$ cat config.mk
export PLATFORM = sky130hd
export DESIGN_NAME = mul_share_sched
export DESIGN_NICKNAME = d
export VERILOG_FILES = /design/src/rtl/mul_share_sched.sv
export SDC_FILE = /design/constraint.sdc
export NUM_CORES = 1
export LEC_CHECK = 0
export CAP_MARGIN = 0
export CORE_MARGIN = 5
export CORE_UTILIZATION = 44
export CTS_CLUSTER_SIZE = 40
export DETAILED_ROUTE_END_ITERATION = 10
export HOLD_SLACK_MARGIN = 0.12
export PLACE_DENSITY = 0.85
export SYNTH_ARGS = -nofsm -noshare
export SYNTH_HDL_FRONTEND = slang
export SYNTH_SLANG_ARGS = --single-unit
$ cat constraint.sdc
create_clock -name clk -period 4.2 [get_ports clk]
set_input_delay 0.84 -clock clk [delete_from_list [all_inputs] [get_ports clk]]
set_output_delay 0.84 -clock clk [all_outputs]
set_load 0.05 [all_outputs]
$ cat src/rtl/mul_share_sched.sv
// Shares one repeated-addition multiplier datapath between two requesters:
// round-robin arbitration, operand capture, datapath sequencing, response return.
module mul_share_sched #(
  parameter int unsigned WIDTH = 16
) (
  input  logic             clk,
  input  logic             rst_n,
  input  logic [1:0]       req_valid,
  input  logic [WIDTH-1:0] req_a0,
  input  logic [WIDTH-1:0] req_b0,
  input  logic [WIDTH-1:0] req_a1,
  input  logic [WIDTH-1:0] req_b1,
  output logic [1:0]       req_ready,
  output logic [1:0]       resp_valid,
  output logic [WIDTH-1:0] resp_result,
  output logic             busy,
  output logic             owner,
  output logic [WIDTH-1:0] dp_data_in,
  output logic             dp_ld_a,
  output logic             dp_ld_b,
  output logic             dp_clr_p,
  output logic             dp_ld_p,
  output logic             dp_dec_b,
  input  logic             dp_eqz,
  input  logic [WIDTH-1:0] dp_result
);

  typedef enum logic [2:0] {
    S_IDLE   = 3'd0,
    S_LOAD_A = 3'd1,
    S_LOAD_B = 3'd2,
    S_ADD    = 3'd3,
    S_DONE   = 3'd4
  } state_t;

  state_t           state;
  state_t           state_d;
  logic             grant;
  logic             grant_idx;
  logic             last_served;
  logic [WIDTH-1:0] b_lat;

  // State register
  always_ff @(posedge clk or negedge rst_n) begin
    if (!rst_n) begin
      state <= S_IDLE;
    end else begin
      state <= state_d;
    end
  end

  // Next-state, arbitration and datapath strobes decoded from state
  always_comb begin
    state_d   = state;
    grant     = 1'b0;
    grant_idx = 1'b0;
    busy      = 1'b1;
    dp_ld_a   = 1'b0;
    dp_ld_b   = 1'b0;
    dp_clr_p  = 1'b0;
    dp_ld_p   = 1'b0;
    dp_dec_b  = 1'b0;
    case (state)
      S_IDLE: begin
        busy = 1'b0;
        if (req_valid != 2'b00) begin
          grant     = 1'b1;
          grant_idx = (req_valid == 2'b11) ? ~last_served : req_valid[1];
          state_d   = S_LOAD_A;
        end
      end
      S_LOAD_A: begin
        dp_ld_a = 1'b1;
        state_d = S_LOAD_B;
      end
      S_LOAD_B: begin
        dp_ld_b  = 1'b1;
        dp_clr_p = 1'b1;
        state_d  = S_ADD;
      end
      S_ADD: begin
        if (dp_eqz) begin
          state_d = S_DONE;
        end else begin
          dp_ld_p  = 1'b1;
          dp_dec_b = 1'b1;
        end
      end
      S_DONE: begin
        state_d = S_IDLE;
      end
      default: begin
        state_d = S_IDLE;
      end
    endcase
  end

  // Grant capture: accept pulse, operand latch, owner and round-robin pointer
  always_ff @(posedge clk or negedge rst_n) begin
    if (!rst_n) begin
      req_ready   <= 2'b00;
      owner       <= 1'b0;
      last_served <= 1'b1;
      b_lat       <= '0;
      dp_data_in  <= '0;
    end else begin
      req_ready <= grant ? 2'(2'b01 << grant_idx) : 2'b00;
      if (grant) begin
        owner       <= grant_idx;
        last_served <= grant_idx;
        b_lat       <= grant_idx ? req_b1 : req_b0;
        // Multiplicand goes straight onto the bus for the LOAD_A cycle
        dp_data_in  <= grant_idx ? req_a1 : req_a0;
      end else if (state == S_LOAD_A) begin
        dp_data_in  <= b_lat;
      end
    end
  end

  // Response: product captured when leaving DONE, pulsed to the owner
  always_ff @(posedge clk or negedge rst_n) begin
    if (!rst_n) begin
      resp_valid  <= 2'b00;
      resp_result <= '0;
    end else begin
      resp_valid <= (state == S_DONE) ? 2'(2'b01 << owner) : 2'b00;
      if (state == S_DONE) begin
        resp_result <= dp_result;
      end
    end
  end

endmodule

After elaboration in Yosys (flattened, before gate mapping)
Index checks and enable logic that the tools add are counted.

storage, ports and cells
  output and inout bits = 43
  word-level logic and storage cells = 41
  register bits after elaboration = 57

operators by class
  equal/unequal tests = 7
  muxes and demuxes = 19
  reductions and logical operators = 4
  shift operators = 2
  bitwise operators = 1

operators by type and width
  cell                                                 number
  2-to-1 mux 16 bit                                    4
  case mux 3 bit (4 select lines)                      1
  2-to-1 mux 1 bit                                     10
  equality test 3 x 2 -> 1 bit, second input constant  2
  2-to-1 mux 3 bit                                     2
  2-to-1 mux 2 bit                                     2
  inequality test 2 bit, second input constant         2
  nonzero test 2 bit                                   2
  << shifter 1 x 1 -> 2 bit, first input constant      2
  equality test 3 x 1 -> 1 bit, second input constant  1
  equality test 3 bit, second input constant           1
  logical NOT 3 bit                                    1
  equality test 2 bit, second input constant           1
  AND reduction 2 bit                                  1
  inverter 1 bit                                       1

Longest topological paths before layout
  depth after elaboration = 6
  depth in mapped cells = 6
  gate-level depth less buffers = 3

Worst setup path after synthesis
OpenSTA, ideal clock, no wires.

  kind = reg2out
  start point = register state[1]
  end point = output dp_ld_b
  cell stages (with the launch flop) = 5
  data required time = 3.360 ns
  data arrival time = 2.375 ns
  slack = 0.985 ns
  cells stage by stage = dfrtp_1 buf_2 buf_1 nor3b_1 buf_4

on the way
  longest elaborated chain between the ends = 2

ends and longest elaborated chain
  element                       RTL line  RTL
  start, declared               36        state_t state;
  start signal, assigned        48        state <= state_d;
  equality test 3 x 2 -> 1 bit  n/a
  2-to-1 mux 1 bit              n/a
  end, declared                 20        output logic dp_ld_b,

No other way between the ends.

Worst setup path after layout
  start point = register state[0]
  end point = output dp_dec_b

on the way
  longest elaborated chain between the ends = 2

ends and longest elaborated chain
  element                       RTL line  RTL
  equality test 3 x 2 -> 1 bit  63        case (state)
  2-to-1 mux 1 bit              63
  end, declared                 23        output logic dp_dec_b,

No other way between the ends.

==> out/metrics.cfg <==
[cts]
path_clk_slew_ns = 0.07
clk_latency_ns = 0.34
hold_buffers = 0
cts.repair.resized = 0
post-cts-setup-buffer-count = 0
htree_num_levels = 3
numCtsBuffers = 9
cts_sinks = 57
clk_path_buf_depth = 2
clockRootBuffer = clkbuf_8
cts_tree = built

[timing]
setup_tns_ns = 0
fin_ws_ns = 0.904
slew_viol_final = 0
clock.fmax_mhz = 303
tightest_slew_ns = 1.22
hold_viol_final = 0
finClkSkew_ns = 0.0105
fin_crit_ns = 3.30
rsz0062_at_grt = false
period_share_pct = 78.5
worst_slew_margin_rel_pct = 18.3
setup_viol = 0

[power]
ir_worst_vdd_uv = 513
p_per_area_nw_per_um2 = 827
power.leakage_nw = 1.72
power_frac_comb_pct = 54.2
switchingPower_mw = 1.61
fin_total_pwr_mw = 3.47
intPower_mw = 1.86
netSwitchingFraction_pct = 46.4
seq_power_share_pct = 29.3
p_clk_share_pct = 16.5

[setup_path]
cp_max_fo = 23
end_kind = output port
cp_cell_sequence = nand2b_1, nor2_1, clkdlybuf4s50_1
critPathSlowestCell = dfrtp_1
critPathRequiredTime_ns = 3.36
crit_path_start = state[0]$_DFFE_PN0P_
crit_type = register to output port
max_stage_delay_ns = 0.88
startpoint_type = register
r2r_start = state[0]$_DFFE_PN0P_
cp_data_arrival_time_ns = 2.46
crit_buf_inv = 1
path_delay_family = flip-flops

[synthesis]
synth-seq-cells = 57
synth_edf_count = 0
synth_top_area_cell = dfrtp_1
synthTopCellsByCount = dfrtp_1, and3_1, clkbuf_1
yosysWarnings = 0
synth_area_per_cell_um2 = 11.2
ys_async_sr_fraction_pct = 100
ys.flop_type = dfrtp_1
synth_most_common_cell = dfrtp_1
synth.distinct_cells = 31
netlist.area_leader.share_pct = 51.6
synth_cells = 243
synthesis.area_um2 = 2720
synthTopCellsByArea = dfrtp_1, a221o_1, a41oi_1
syn_nets = 328
ys_seq_area_share_pct = 52.6

[placement]
placedCellCount = 421
place_congestion = 0.808
port_buffers = 127
pre_cts_ws_ns = 0.939
dp_hpwl_mm = 6.12

[detailed_routing]
first_pass_iters = 4
wirelength_mm = 8.76
wl_per_cell_um = 20.0
drt_iter0_markers = 154
drc = 0
final_antenna_net_count = 0
dr_total_vias = 2614
via_per_inst = 5.98

[floorplan]
initial_core_util_pct = 45.6
die_y_um = 88.6
rows = 28
ios = 128
fp.coreArea_um2 = 5960
die_x_um = 88.6
dieArea_um2 = 7840

[min_path]
min_from = owner$_DFFE_PN0P_
min_path_type = register to register

[global_routing]
antenna_found_initial = 0
grt_first_pass_wirelength_mm = 13.8
grt_max_degree = 58
first_global_vias = 2720
grt_overflow = 0
globalRouteTotalUtil_pct = 23.4

[final_layout]
syn_to_final_growth_pct = 54.4
finalNonFillerCells = 437
fin_util_pct = 70.4
final_layout_size_suffix_gt1_share_pct = 9.67
regArea_um2 = 1430
num-fill-cells = 459
antenna_cells = 0
multiInputGateArea_um2 = 1130
final_nets = 442

[run]
cap_violations = 0

[run_status]
outcome = complete, no violations

==> layout make-up <==
cell class                      instances  share of cell area [%]
Timing Repair Buffer                  134                    31.4
Tap cell                               75                    2.24
Sequential cell                        57                    34.0
Clock inverter                          5                    1.88
Multi-Input combinational cell        154                    27.0
Clock buffer                           11                    3.37
Inverter                                1                  0.0895
==> logic make-up after synthesis <==
| group | Yosys count | share of synthesized area (%) |
|---|---|---|
| flip-flops | 57 | 52.6 |
| AO/OA/AOI/OAI | 69 | 19.9 |
| buffers and inverters | 32 | 5.94 |
| AND/OR/NAND/NOR | 69 | 15.0 |
| multiplexers | 16 | 6.63 |
==> state kept, by name, indices dropped and copies added, names as in the netlist <==
register / cells
b_lat: 16
resp_valid: 2
req_ready: 2
owner: 1
dp_data_in: 16
last_served: 1
state: 3
resp_result: 16
==> cell usage in the layout (no fill, tap or decap), types with 2 or more instances in the layout <==
cell type	synthesis	routed
buf_4	3	7
nand4_1	16	16
a211oi_1	16	16
bufinv_16	0	2
clkbuf_8	0	10
and3_1	18	18
a41oi_1	16	16
a221o_1	16	16
nor3_1	2	2
dfrtp_1	56	56
a21oi_1	16	16
nor2_1	6	6
a21o_1	2	2
clkdlybuf4s50_1	0	126
clkinv_2	0	2
nand2b_1	3	3
mux2_1	9	9
mux2_2	7	7
and2_1	2	2
nand3_1	16	16
==> power groups by stage <==
stage	Combinational, mW	Clock [mW]	Sequential [mW]
2_1_floorplan	0.739	0	1.51
3_3_place_gp	1.83	0	1.00
3_5_place_dp	1.87	0	1.02
4_1_cts	1.88	0.580	1.01
5_1_grt	1.98	0.601	1.05
6_report	1.88	0.571	1.02
==> worst register-to-register path, delay by kind of cell (launching register included) <==
kind            cells  cell delay (ns)
simple gates        1             0.31
flops               1             0.69
buf+inv             1             0.46
compound gates      2             0.75
==> layer usage <==
metal | routed length (um) | share of wire, % | vias up | track usage [%]
met3 | 621 | 7.1 | 19 | 4.84
met1 | 3380 | 39 | 1296 | 27.6
li1 | - | - | 1185 | -
met5 | 0 | 0 | - | 0
met2 | 4520 | 52 | 114 | 40.5
met4 | 232 | 2.6 | 0 | 11.8
==> metrics by stage <==
stage	hold WS [ns]	cell area (um^2)
after floorplan	0.479	2720
after global placement	0.464	3980
after detailed placement	0.475	3980
after CTS	0.479	4200
after global routing	0.499	4200
final	0.479	4200
==> worst paths after layout <==
kind	to	slack [ns]	depth (start not counted)
min reg2reg	resp_valid[0]$_DFF_PN0_	0.48	1
max	dp_dec_b	0.90	3
min in group asynchronous	dp_data_in[5]$_DFFE_PN0P_	0.65	2
max reg2reg	b_lat[8]$_DFFE_PN0P_	1.87	4
min	resp_valid[0]$_DFF_PN0_	0.48	1
max in group asynchronous	b_lat[8]$_DFFE_PN0P_	3.08	2
Note: power is estimated with default switching activity, not from simulation.
